File: src/rtl/shift_add_mult_if.sv
// Handshake and operand/result bundle for shift_add_mult.
// The master side supplies the request and operands; the slave side is the multiplier.
interface shift_add_mult_if #(
  parameter int unsigned WIDTH = 8
);
  logic                 START;
  logic [WIDTH-1:0]     A;
  logic [WIDTH-1:0]     B;
  logic                 BUSY;
  logic                 DONE;
  logic [2*WIDTH-1:0]   PRODUCT;

  modport master (
    output START, A, B,
    input  BUSY, DONE, PRODUCT
  );

  modport slave (
    input  START, A, B,
    output BUSY, DONE, PRODUCT
  );
endinterface

File: src/rtl/shift_add_mult.sv
// Sequential shift-and-add multiplier with START/BUSY/DONE handshake.
// Stops early once the remaining multiplier bits are all zero.
// Optional macro SHIFT_ADD_MULT_SIGNED_EN: treat A/B as two's complement
// (multiply magnitudes, negate the result when the operand signs differ).
module shift_add_mult #(
  parameter int unsigned WIDTH = 8
) (
  input  logic             CLK,
  input  logic             RST_N,
  shift_add_mult_if.slave  bus
);
  localparam int unsigned PW = 2 * WIDTH;

  typedef enum logic [1:0] {
    IDLE    = 2'd0,
    RUN     = 2'd1,
    DONE_ST = 2'd2
  } state_t;

  state_t           state_q, state_d;
  logic [PW-1:0]    mcand_q, acc_q, product_q, result;
  logic [WIDTH-1:0] mult_q, a_mag, b_mag;
  logic             load, mult_zero;

  assign load      = (state_q == IDLE) && bus.START;
  assign mult_zero = (mult_q == '0);

`ifdef SHIFT_ADD_MULT_SIGNED_EN
  logic neg_q;

  // Magnitudes of the signed operands; the most negative value maps to 2^(WIDTH-1).
  always_comb begin
    a_mag  = bus.A[WIDTH-1] ? WIDTH'(-bus.A) : bus.A;
    b_mag  = bus.B[WIDTH-1] ? WIDTH'(-bus.B) : bus.B;
    result = neg_q ? PW'(-acc_q) : acc_q;
  end

  // Result sign, captured with the operands.
  always_ff @(posedge CLK) begin
    if (!RST_N)    neg_q <= 1'b0;
    else if (load) neg_q <= bus.A[WIDTH-1] ^ bus.B[WIDTH-1];
  end
`else
  // Unsigned operands pass straight through.
  always_comb begin
    a_mag  = bus.A;
    b_mag  = bus.B;
    result = acc_q;
  end
`endif

  // Control state register.
  always_ff @(posedge CLK) begin
    if (!RST_N) state_q <= IDLE;
    else        state_q <= state_d;
  end

  // Next-state logic and Moore handshake outputs.
  always_comb begin
    state_d  = state_q;
    bus.BUSY = 1'b0;
    bus.DONE = 1'b0;
    unique case (state_q)
      IDLE:    if (bus.START) state_d = RUN;
      RUN: begin
        bus.BUSY = 1'b1;
        if (mult_zero) state_d = DONE_ST;
      end
      DONE_ST: begin
        bus.BUSY = 1'b1;
        bus.DONE = 1'b1;
        state_d  = IDLE;
      end
      default: state_d = IDLE;
    endcase
  end

  // Datapath: operand load, shift/accumulate steps, result capture.
  always_ff @(posedge CLK) begin
    if (!RST_N) begin
      mcand_q   <= '0;
      mult_q    <= '0;
      acc_q     <= '0;
      product_q <= '0;
    end else begin
      if (load) begin
        mcand_q <= {{WIDTH{1'b0}}, a_mag};
        mult_q  <= b_mag;
        acc_q   <= '0;
      end else if (state_q == RUN) begin
        if (!mult_zero) begin
          if (mult_q[0]) acc_q <= acc_q + mcand_q;
          mcand_q <= mcand_q << 1;
          mult_q  <= mult_q >> 1;
        end else begin
          product_q <= result;
        end
      end
    end
  end

  assign bus.PRODUCT = product_q;

endmodule

File: src/flat_wrapper.sv
// flat-port wrapper written by rule: the top's interface ports become plain ports
module shift_add_mult_flat 
#(
  parameter int unsigned WIDTH = 8
)
  (CLK, RST_N, bus_START, bus_A, bus_B, bus_BUSY, bus_DONE, bus_PRODUCT);
  shift_add_mult_if #(.WIDTH(WIDTH)) bus_i ();
  input  logic CLK;
  input  logic RST_N;
  input wire logic [$bits(bus_i.START)-1:0] bus_START;
  input wire logic [$bits(bus_i.A)-1:0] bus_A;
  input wire logic [$bits(bus_i.B)-1:0] bus_B;
  output wire logic [$bits(bus_i.BUSY)-1:0] bus_BUSY;
  output wire logic [$bits(bus_i.DONE)-1:0] bus_DONE;
  output wire logic [$bits(bus_i.PRODUCT)-1:0] bus_PRODUCT;
  assign bus_i.START = bus_START;
  assign bus_i.A = bus_A;
  assign bus_i.B = bus_B;
  assign bus_BUSY = bus_i.BUSY;
  assign bus_DONE = bus_i.DONE;
  assign bus_PRODUCT = bus_i.PRODUCT;
  shift_add_mult #(.WIDTH(WIDTH)) u_core (.CLK(CLK), .RST_N(RST_N), .bus(bus_i));
endmodule
File: config.mk
export PLATFORM = sky130hd
export DESIGN_NAME = shift_add_mult_flat
export DESIGN_NICKNAME = d
export VERILOG_FILES = /design/src/rtl/shift_add_mult_if.sv /design/src/rtl/shift_add_mult.sv /design/src/flat_wrapper.sv
export SDC_FILE = /design/constraint.sdc
export NUM_CORES = 1
export LEC_CHECK = 0
export ABC_AREA = 0
export CAP_MARGIN = 30
export CORE_MARGIN = 2
export CORE_UTILIZATION = 40
export DETAILED_ROUTE_END_ITERATION = 16
export GPL_TIMING_DRIVEN = 0
export PLACE_DENSITY = 0.71
export SETUP_SLACK_MARGIN = 0.15
export SKIP_CTS_REPAIR_TIMING = 1
export SLEW_MARGIN = 10
export SYNTH_ARGS = -nofsm -noshare
export SYNTH_HDL_FRONTEND = slang
export SYNTH_SLANG_ARGS = --single-unit
File: constraint.sdc
create_clock -name CLK -period 2.5 [get_ports CLK]
set_clock_uncertainty 0.2 [all_clocks]
set_input_delay 0.5 -clock CLK [delete_from_list [all_inputs] [get_ports CLK]]
set_output_delay 0.5 -clock CLK [all_outputs]
set_load 0.02 [all_outputs]
==> metrics list, run 1 <==
- At the end of the flow the core is filled with cells to 51.42%.
- Clock transition at path regs: roughly 0.07 ns
* Clock insertion delay at the later pin of the skew report: between 0.3 and 0.4 ns
* Leakage power: approximately 1.8 nW
- Most frequent cell after synthesis: sky130_fd_sc_hd__dfxtp_1
- Total Negative Setup Slacks: 0 ns
* Hold Violations, Final: 0
- Slew at the pin with the worst max-slew slack: ~0.53 ns
- Post-layout instance area: 3933 µm²
- Die Footprint: 8494 µm²
- The startpoint identified for the worst register-to-register timing path is u_core.mcand_q[0].
* Iteration-0 DRC count of the detailed router: between 90 and 100
- Global router's overall resource usage: between 10% and 20%
- Overall via count from detail_route: approximately 2,400
- Crit path from: u_core.mcand_q[0]
- The H-tree was split into 3 levels.
* Outcome: completed
- Count of port buffers added during placement: 35
- In this run, placement finished with an instance count of roughly 460.
- Cell area after synthesis: around 3100 µm²
- Area added between synthesis and finish: 26.48%
- Final-report setup violation count: 0
- Share of the synthesized area in the top cell type: a little under two fifths
- Relative slew slack: between 60 and 70%
- The finished layout holds 478 standard cells, fillers aside.
- Largest cells by area after synthesis: sky130_fd_sc_hd__dfxtp_1 (37%), sky130_fd_sc_hd__mux2i_1 (13%), sky130_fd_sc_hd__ha_1 (8.0%)
* Number of flip-flops and latches in the synthesized netlist: 58
- The worst setup path is of the reg -> reg kind.
- At the end of routability-driven placement, the weighted congestion stood at ~0.86.
* Type of the most critical hold path: in -> reg
* Data arrival time of the critical path: ~2.5 ns
- The post-route netlist has 12.50% of its cells at a drive strength greater than 1.
- From bottom edge to top edge, the die measures around 92 µm.
- In this run the mean area of a mapped cell was ~9.7 µm².
- Once the floorplan was initialized, standard cells occupied 40.66% of the core.
- The biggest area contributor in the post-synthesis netlist is sky130_fd_sc_hd__dfxtp_1.
- Distinct cells, synth: 54
- In this run the register-to-register setup slack is around 0.014 ns.
- The first global-routing pass estimated 10,620 µm of wire.
- Antenna violations before repair: 0
- 0 antenna diodes ended up in the layout.
* TritonCTS clock tree: yes
- # DRC: 0
* Worst ir drop on vdd: 0.4913 mV
- Drt wl/cell: ~14 µm
- Count of yosys warnings during synthesis: 0
- Dividing the detail-routed via count by the number of cells gives 5.119.
- The via count of the first global-routing pass came to roughly 2,200.
- Entering global routing, the biggest net connects 11 pins.
- In the synthesized netlist, the cells that appear most often are sky130_fd_sc_hd__dfxtp_1 (58), sky130_fd_sc_hd__mux2i_1 (41), sky130_fd_sc_hd__nand2_1 (41).
* Count of TritonRoute iterations in the first routing pass: 4
* GRT Residual Overflow: 0
- Counting flops with an async set or reset pin after synthesis yields a share of 0%.
- The worst register-to-register path has a depth of 9.
- The final max-slew violation count came to 0.
- The endpoint identified for the worst register-to-register timing path is u_core.acc_q[14].
* Half-perimeter wire length of the detailed placement result: 4821 µm
* Termination of the worst setup path: u_core.acc_q[14]
- Summing all placed instances gives a cell area of about 3600 µm².
- Power spread over the standard cell area amounts to about 840 nW/µm².
* CTS root buf: sky130_fd_sc_hd__clkbuf_8
- Yosys mapped a number of flops with a built-in enable equal to 0.
- Synth Flop Type: sky130_fd_sc_hd__dfxtp_1
* F_max: approximately 400 MHz
- WL final: approximately 6700 µm
- Summing the sequential cell areas from Yosys gives 37.34% of the chip area.
* Chip width: slightly above 90 µm
- Synthesis handed over a netlist of 322 instances.
* Post-Synthesis Net Count: 362
- After layout, the worst path uses roughly 100% of the clock period.
* Site Rows: 32
* Largest fanout on the critical path: 4
* Final Hold Slack: ~0.24 ns
* Count of nets after finishing: approximately 400
- Max Cap Viol: 0
- In this run the standard cell core region covers roughly 7600 µm².
- No sink is reached through more buffers than the 2 on the longest clock path.
* Number of clock buffers inserted by TritonCTS: 9
* Critical Path Sink Type: register
- For the finished layout, the period the worst path requires is between 2 and 2.5 ns.
- For this design, the sink count on the clock tree is 58.
- The count of nets left with antenna violations once routing finished came out at 0.
* Worst EP required: 2.52 ns
- RSZ-0062 raised after global routing: yes
- The worst setup path is launched from a register.
- During I/O placement, the number of pins put on the boundary was 37.
## how the worst min path moves through the flow
stage,startpoint,endpoint,cells past startpoint,slack (ns)
after global routing,RST_N,u_core.state_q[1],2,0.23
after detailed placement,u_core.acc_q[0],u_core.acc_q[0],2,0.27
final,RST_N,u_core.state_q[1],2,0.24
after floorplan,u_core.acc_q[5],u_core.acc_q[5],2,0.25
after CTS,RST_N,u_core.bus.PRODUCT[15],2,0.24
after global placement,u_core.acc_q[0],u_core.acc_q[0],2,0.26
## layer usage
metal / wire length (µm) / GRT usage (%)
met5: 0 / 0
met4: 68 / 6.841
met3: 333 / 4.355
met2: 3065 / 25.86
met1: 3185 / 20.54
## cell families after synthesis
kind of cell,after synthesis,synth area share (%)
compound gates,67,16.66
mux,41,13.20
simple gates,105,17.99
xor+xnor,10,2.817
flops,58,37.34
buf+inv,20,3.300
fa+ha+maj,21,8.692
## report_power, final
| part | switching, W | internal (W) |
|---|---|---|
| sequential | 0.000100 | 0.00103 |
| clock | 0.000370 | 0.000789 |
| combinational | 0.000562 | 0.000448 |
| total | 0.00103 | 0.00226 |
## placed cells by master (no fill, tap or decap), drive strengths merged, types with 2 or more instances in the layout
master / synthesis / routed
xnor2: 4 / 4
a21oi: 13 / 13
and3: 2 / 2
nor2b: 19 / 19
nand2: 44 / 44
inv: 6 / 6
nand3: 7 / 7
o211a: 14 / 14
a31oi: 2 / 2
buf: 6 / 9
nor2: 18 / 18
a21o: 7 / 7
nand4: 2 / 2
clkbuf: 8 / 19
o22ai: 5 / 5
nor3: 2 / 2
dfxtp: 58 / 58
and2: 2 / 2
clkdlybuf4s50: 0 / 34
mux2i: 41 / 41
bufinv: 0 / 4
o21a: 2 / 2
o21bai: 2 / 2
ha: 20 / 20
o21ai: 10 / 10
a211oi: 6 / 6
a21boi: 2 / 2
xor2: 6 / 6
nor4: 5 / 5
## flip-flops by register name, indices dropped and copies added (netlist names)
register	count
u_core.mcand_q	16
u_core.mult_q	8
u_core.bus.PRODUCT	16
u_core.acc_q	16
u_core.state_q	2
## metrics by stage
stage,worst slack (ns),power (W)
finish,0.01372,0.003295
global route,-0.1017,0.003484
CTS,-0.1193,0.003320
detailed placement,-0.08841,0.002147
global placement,0.01431,0.002127
floorplan,0.1922,0.001909
## critical path, stage by stage, from the launching register on
cell and delay, ns:
sky130_fd_sc_hd__dfxtp_4 0.37, sky130_fd_sc_hd__ha_4 0.17, sky130_fd_sc_hd__fa_2 0.42, sky130_fd_sc_hd__a211oi_4 0.29, sky130_fd_sc_hd__o21bai_2 0.11, sky130_fd_sc_hd__a21oi_4 0.22
sky130_fd_sc_hd__o221ai_4 0.16, sky130_fd_sc_hd__a31oi_4 0.16, sky130_fd_sc_hd__xor2_1 0.17, sky130_fd_sc_hd__o22ai_1 0.08
## final cells by class
class / instances / area, µm²
plain buffers: 14 / 80.08
clock buffers: 11 / 141.4
clock inverters: 5 / 125.1
fillers: 688 / 3715
inverters: 6 / 22.52
multi-input cells: 244 / 1894
flip-flops and latches: 58 / 1166
well taps: 102 / 127.6
repair buffers: 38 / 375.4
(Power assumes the default switching activity.)
==> run 2, diff against run 1 <==
--- a/config.mk
+++ b/config.mk
@@ -11,9 +11,10 @@
 export CORE_UTILIZATION = 40
 export DETAILED_ROUTE_END_ITERATION = 16
 export GPL_TIMING_DRIVEN = 0
-export PLACE_DENSITY = 0.71
+export PLACE_DENSITY = 0.68
 export SETUP_SLACK_MARGIN = 0.15
 export SKIP_CTS_REPAIR_TIMING = 1
+export SKIP_LAST_GASP = 1
 export SLEW_MARGIN = 10
 export SYNTH_ARGS = -nofsm -noshare
 export SYNTH_HDL_FRONTEND = slang
==> constraint.sdc (replaced) <==
create_clock -name CLK -period 3.2 [get_ports CLK]
set_clock_uncertainty 0.2 [all_clocks]
set_input_delay 0.64 -clock CLK [delete_from_list [all_inputs] [get_ports CLK]]
set_output_delay 0.64 -clock CLK [all_outputs]
set_load 0.02 [all_outputs]
==> run 2 against run 1 <==
Register-to-register slack better by 0.57 ns. Via count is 4.7% lower. Count of clock-buffer cells in the layout is 2 higher. Combinational power is 24% lower. Wire length is 6.8% lower. Clock power is 40% lower. Cell area is 3.6% lower. Core utilization is 1.8 points lower. Die area stayed put. Critical endpoint unchanged. Largest power group is now registers. Highest routed layer unchanged.
==> metrics list, run 2 (synthesized netlist as in run 1, its figures left out) <==
- Number of clock buffers inserted by TritonCTS: 9
- The longest clock path from root to sink contains 2 buffers.
* Count of nets after finishing: approximately 410
- Using the TritonRoute via totals, the vias-per-cell ratio works out to a little under 5.
- Max-cap violations in this run came to 0.
* Launching element type of the critical path: register
- For the worst setup path, the data required time is between 3 and 4 ns.
- GRT Max-Usage Layer: met2
- For the pin with the worst max-slew slack, the measured transition is approximately 0.50 ns.
- WL final: slightly above 6000 µm
* Outcome: completed
- Final-report setup violation count: 0
- In the final routed layout, each cell accounts on average for around 13 µm.
- The via count of the first global-routing pass was between 2,000 and 2,500.
* Met2 usage in global routing: between 20% and 30%
- The number of antenna diodes in the final layout is 0.
- CTS root buf: sky130_fd_sc_hd__clkbuf_8
- Global routing used between 20% and 30% of the available met1 tracks.
- In this run the count of I/O pins placed on the die edge is 37.
- Routability-driven placement finished with a final weighted congestion of ~0.85.
- F_max: roughly 380 MHz
* Sw Share: ~33%
* Share of total power in sequential cells: 37.4%
- STA puts the critical path data arrival time at 2.65 ns.
- Clock transition at path regs: ~0.070 ns
* Share of the clock period used by the worst path: about four fifths
- Final Critical Period: ~2.6 ns
* Max-slew violation count: 0
* Leakage power: around 1.8 nW
- The clock network accounts for ~30% of the total power.
- In this run the power spent charging and discharging nets is 0.0007812 W.
- Met3 track demand over resource in global routing: around 3.7%
- Number of filler cells placed in the layout: 688
- Category of the critical setup timing path: reg -> reg
- Chip width: roughly 92 µm
- The top cell types in the final layout, fill and taps aside, are sky130_fd_sc_hd__dfxtp_1 (58), sky130_fd_sc_hd__nand2_1 (41), sky130_fd_sc_hd__mux2i_1 (41).
* Iteration-0 DRC count of the detailed router: 68
- GRT Residual Overflow: 0
- Core region area: approximately 7600 µm²
- Along the worst path, the maximum fanout reaches 4.
- Cell internal power dissipation: 0.001568 W
- The die is between 90 and 100 µm tall.
- Final ANT Viol Nets: 0
- Half-perimeter wire length of the detailed placement result: roughly 4600 µm
- At the end of the flow the core is filled with cells to 49.57%.
- Global-route wire length before repair: approximately 11,000 µm
- Setup repair after global routing left no endpoint under its margin.
* Placement-stage worst setup slack: between 0.5 and 0.6 ns
- For this design, the sink count on the clock tree is 58.
* Pin count of the biggest net entering global routing: 11
- VDD sags by at most 0.4369 mV.
- The die covers approximately 8500 µm².
- Hold Violations, Final: 0
- Most common cell after layout, fill and taps aside: sky130_fd_sc_hd__dfxtp_1
- The worst hold path belongs to the class reg -> reg.
- In this run the tool buffered the top-level ports with 35 buffer cells.
- From synthesis to final layout, the design area changed by 21.93%.
- Fin worst setup slack: a little under 0.6 ns
- Overall via count from detail_route: roughly 2,300
- Cells with a size suffix above 1 make up between 10% and 20% of the layout.
- The worst pin sits at a relative slew slack of 66.59%.
- H-Tree Level Count: 3
- Starting Density: 40.66%
* Site Rows: 32
- Total Negative Setup Slacks: 0 ns
- Count of TritonRoute iterations in the first routing pass: 4
* Critical Path Sink Type: register
- Antenna violations before repair: 0
* Global router's overall resource usage: 15.90%
- TritonCTS built the clock tree.
- At the later pin of the worst-skew pair, clock insertion delay measures 0.34 ns.
- Power density of the placed cells: a little over 600 nW/µm²
- Comb pwr share: around a third
- # DRC: 0
==> run 2: changes by cell type in the layout (fill, tap and decap cells not counted), sizes merged <==
cell	change
buf	-3
bufinv	-3
clkbuf	+2
clkdlybuf4s50	+1
dlymetal6s2s	-1
==> run 2: path summary, 6_finish.rpt <==
path | from | cells past startpoint | endpoint | slack, ns
worst max-delay path | u_core.mcand_q[0] | 9 | u_core.acc_q[14] | 0.58
worst max register to register | u_core.mcand_q[0] | 9 | u_core.acc_q[14] | 0.58
worst min register to register | u_core.acc_q[6] | 2 | u_core.acc_q[6] | 0.28
worst min-delay path | u_core.acc_q[6] | 2 | u_core.acc_q[6] | 0.28
==> run 2: cell type report <==
type | count | area (µm²) | area share [%]
clock buffer | 13 | 168.9 | 4.455
inverter | 6 | 22.52 | 0.5941
tap | 102 | 127.6 | 3.366
multi-input combinational | 244 | 1846 | 48.68
buffer | 14 | 80.08 | 2.112
sequential | 58 | 1161 | 30.63
timing repair buffer | 35 | 350.3 | 9.241
clock inverter | 2 | 35.03 | 0.9241
==> run 2: routing by layer <==
| layer | wire length, µm | up-vias |
|---|---|---|
| met3 | 294 | 7 |
| met5 | 0 | - |
| met1 | 3123 | 1038 |
| met2 | 2710 | 51 |
| li1 | - | 1237 |
| met4 | 72 | 0 |
==> run 2: power groups by stage <==
| stage | logic, W | registers, W | clock network [W] |
|---|---|---|---|
| 6_report | 0.000771 | 0.000877 | 0.000701 |
| 5_1_grt | 0.000862 | 0.000888 | 0.000748 |
| 4_1_cts | 0.000780 | 0.000878 | 0.000711 |
| 3_5_place_dp | 0.000776 | 0.000894 | 0 |
| 3_3_place_gp | 0.000771 | 0.000891 | 0 |
| 2_1_floorplan | 0.000623 | 0.000869 | 0 |
==> run 2: per-stage QoR <==
stage,cells,area [µm²],hold slack [ns],power (W)
floorplan,322,3109,0.2485,0.001491
global placement,459,3587,0.2666,0.001662
detailed placement,459,3587,0.2733,0.001670
CTS,474,3791,0.2837,0.002370
global route,474,3791,0.3081,0.002498
finish,474,3791,0.2824,0.002349
==> run 2: worst max-delay path, cell delays in order, from the launching register on <==
cell	delay, ns
sky130_fd_sc_hd__dfxtp_1	0.35
sky130_fd_sc_hd__ha_1	0.25
sky130_fd_sc_hd__fa_1	0.45
sky130_fd_sc_hd__a211oi_2	0.31
sky130_fd_sc_hd__o21bai_2	0.13
sky130_fd_sc_hd__a21oi_4	0.22
sky130_fd_sc_hd__o221ai_2	0.14
sky130_fd_sc_hd__a31oi_1	0.21
sky130_fd_sc_hd__xor2_1	0.15
sky130_fd_sc_hd__o22ai_1	0.09
==> run 3, diff against run 2 <==
--- a/config.mk
+++ b/config.mk
@@ -11,7 +11,7 @@
 export CORE_UTILIZATION = 40
 export DETAILED_ROUTE_END_ITERATION = 16
 export GPL_TIMING_DRIVEN = 0
-export PLACE_DENSITY = 0.68
+export PLACE_DENSITY = 0.71
 export SETUP_SLACK_MARGIN = 0.15
 export SKIP_CTS_REPAIR_TIMING = 1
 export SKIP_LAST_GASP = 1
==> constraint.sdc (replaced) <==
create_clock -name CLK -period 2.25 [get_ports CLK]
set_clock_uncertainty 0.2 [all_clocks]
set_input_delay 0.45 -clock CLK [delete_from_list [all_inputs] [get_ports CLK]]
set_output_delay 0.45 -clock CLK [all_outputs]
set_load 0.02 [all_outputs]
==> run 3 against run 2 <==
The run now ends with negative setup slack left. Hold slack worse by 0.094 ns. Sequential power up 45%. Non-clock buffer count up 6. First-iteration DRC count down 24%. Register-to-register slack worse by 0.70 ns. Sequential share of layout area down 1.1 points. Critical path depth up 1. Die area unchanged. Final cell count up 1.5%. Global-route usage up 0.80 points. Critical path type unchanged.
==> metrics list, run 3 (synthesized netlist as in run 1, its figures left out) <==
- At the end of the flow the core is filled with cells to 51.91%.
* Startpoint of the worst register-to-register path: u_core.mcand_q[0]
- Derived from the worst setup path, the maximum achievable clock frequency is about 420 MHz.
* Final ANT Viol Nets: 0
* Most used cells in the layout excluding fill and tap cells: sky130_fd_sc_hd__dfxtp_1 (52), sky130_fd_sc_hd__nand2_1 (41), sky130_fd_sc_hd__mux2i_1 (41)
- GRT Max-Usage Layer: met2
* Post-place instance area: about 3600 µm²
* Pin count of the biggest net entering global routing: 11
- The flow ran to the end, but the final reports show violations.
* Vias in the first global route: 2,364
- Endpoint of the lowest-slack register-to-register path: u_core.acc_q[8]
* Die outline height: 92.17 µm
- Global routing finished with a remaining overflow of 0.
- Core region area: 7647 µm²
- Combinational logic burns 32.6% of the power.
* Hold Violations, Final: 0
* Count of TritonRoute iterations in the first routing pass: 4
* Post-layout instance area: 3970 µm²
- The worst-case IR drop observed on VDD is 0.6519 mV.
- Antenna violations before repair: 0
- The final layout contains approximately 410 nets.
- Clock transition at path regs: around 0.070 ns
- Category of the critical setup timing path: reg -> reg
* WL final: ~6600 µm
- Net switching is between 30 and 40% of the power.
* Final-report setup violation count: 3
- Cell internal power dissipation: 0.002410 W
- For this design the static power due to leakage is 1.839 nW.
- Clock tree synthesis found a total of a little under 60 sinks.
- Total power: between 0.003 and 0.004 W
* Fraction of power consumed by the clock network: between 30% and 40%
* TritonCTS clock tree: yes
- The H-tree was split into 3 levels.
* Max-slew violation count: 0
- The path class of the tightest hold or removal check is in -> reg.
* Met1 Track Usage GR: between 20% and 30%
- The floorplan has 32 rows.
* Most common cell after layout, fill and taps aside: sky130_fd_sc_hd__dfxtp_1
- Placement-stage worst setup slack: -0.1304 ns
- Area added between synthesis and finish: 27.69%
* Clock insertion delay at the later pin of the skew report: approximately 0.35 ns
- Setup slack on the worst reg-to-reg path comes out at -0.12 ns.
- The worst register-to-register path has a depth of 10.
- Share of layout cells above drive strength 1: between 10% and 20%
- Following the worst setup path forward leads to its endpoint at u_core.acc_q[8].
* # IOs: 37
- # DRC: 0
* # placed instances: between 400 and 500
* Slew at the pin with the worst max-slew slack: 0.5070 ns
- Failing checks: negative setup slack
- Using the TritonRoute via totals, the vias-per-cell ratio works out to slightly above 5.
- Chip width: a little over 90 µm
- Gp weighted congestion: between 0.8 and 0.9
* Non-filler cells in the finished layout: 481
* Final Critical Period: between 2 and 2.5 ns
* Launching element type of the critical path: register
- At the worst endpoint, the required time is between 2 and 2.5 ns.
- Count of port buffers added during placement: 35
- Power density of the placed cells: just over 900 nW/µm²
* Psw: 0.001184 W
* Drt wl/cell: ~14 µm
- Global-route wire length before repair: 11,130 µm
- Antenna diode instance count: 0
- Share of total power in sequential cells: 35.3%
- Setup repair after global routing could not meet its margin everywhere.
* Met3 track demand over resource in global routing: roughly 4%
- Met2 usage in global routing: 25.37%
- Summed over all nets, the half-perimeter wirelength after detailed placement is between 4000 and 5000 µm.
- Crit path from: u_core.mcand_q[0]
* Max Cap Viol: 0
* Iteration-0 DRC count of the detailed router: 52
* Overall via count from detail_route: about 2,500
- Relative slew slack: 66.20%
- Global router's overall resource usage: roughly 17%
- In the post-route analysis, the smallest setup slack over all paths is -0.1226 ns.
- Share of the clock period used by the worst path: 105.4%
* CTS root buf: sky130_fd_sc_hd__clkbuf_8
- Critical Path Sink Type: register
- Data arrives at the worst endpoint at 2.45 ns.
* Maximum count of clock buffers along a single path: 2
- Largest fanout on the critical path: 3
- Die Footprint: 8494 µm²
* Starting Density: 40.66%
* Number of clock buffers inserted by TritonCTS: 9
run 3: cell count changes in the layout (fill, tap and decap cells not counted), sizes merged:
cell	previous run	this run
buf	6	11
bufinv	1	3
clkdlybuf4s50	35	33
dlymetal6s2s	0	2
clkbuf	21	20
clkinvlp	0	1
run 3: stage by stage:
step                      TNS (ns)  hold slack (ns)
after floorplan                  0           0.2485
after global placement     -0.1142           0.2667
final                      -0.3235           0.1883
after global routing       -0.8013           0.1930
after CTS                  -0.3657           0.1845
after detailed placement   -0.1318           0.2670
run 3: critical path: stages, from the launching register on:
cell	delay, ns
sky130_fd_sc_hd__dfxtp_2	0.36
sky130_fd_sc_hd__ha_4	0.18
sky130_fd_sc_hd__fa_2	0.37
sky130_fd_sc_hd__a211oi_2	0.24
sky130_fd_sc_hd__o21bai_2	0.11
sky130_fd_sc_hd__a21oi_4	0.20
sky130_fd_sc_hd__buf_4	0.15
sky130_fd_sc_hd__o21ai_0	0.10
sky130_fd_sc_hd__xor2_1	0.18
sky130_fd_sc_hd__nand2_1	0.08
sky130_fd_sc_hd__a21oi_1	0.13
run 3: layout make-up:
type	count	area (µm²)
Multi-Input combinational cell	244	1926
Sequential cell	58	1174
Buffer	14	86.33
Timing Repair Buffer	41	400.4
Fill cell	694	3677
Inverter	6	22.52
Clock inverter	5	102.6
Tap cell	102	127.6
Clock buffer	11	131.4
run 3: power by group through the flow:
stage          clock (W)  sequential (W)  combinational (W)
4_1_cts          0.00118         0.00125            0.00112
2_1_floorplan          0         0.00124           0.000886
3_3_place_gp           0         0.00127            0.00109
5_1_grt          0.00123         0.00128            0.00129
3_5_place_dp           0         0.00128            0.00112
6_report         0.00115         0.00127            0.00117
run 3: how the worst min path moves through the flow:
stage | start | end | slack [ns] | cells after the start
final | RST_N | u_core.bus.PRODUCT[15] | 0.19 | 2
after global routing | RST_N | u_core.mcand_q[0] | 0.19 | 2
after CTS | RST_N | u_core.bus.PRODUCT[15] | 0.18 | 2
after detailed placement | u_core.acc_q[8] | u_core.acc_q[8] | 0.27 | 2
after global placement | u_core.acc_q[8] | u_core.acc_q[8] | 0.27 | 2
after floorplan | u_core.acc_q[5] | u_core.acc_q[5] | 0.25 | 2
run 3: per-layer routing:
metal / vias up / part of all wire, %
li1: 1258 / -
met1: 1127 / 47
met2: 58 / 45
met3: 18 / 5.3
met4: 0 / 2.5
met5: - / 0
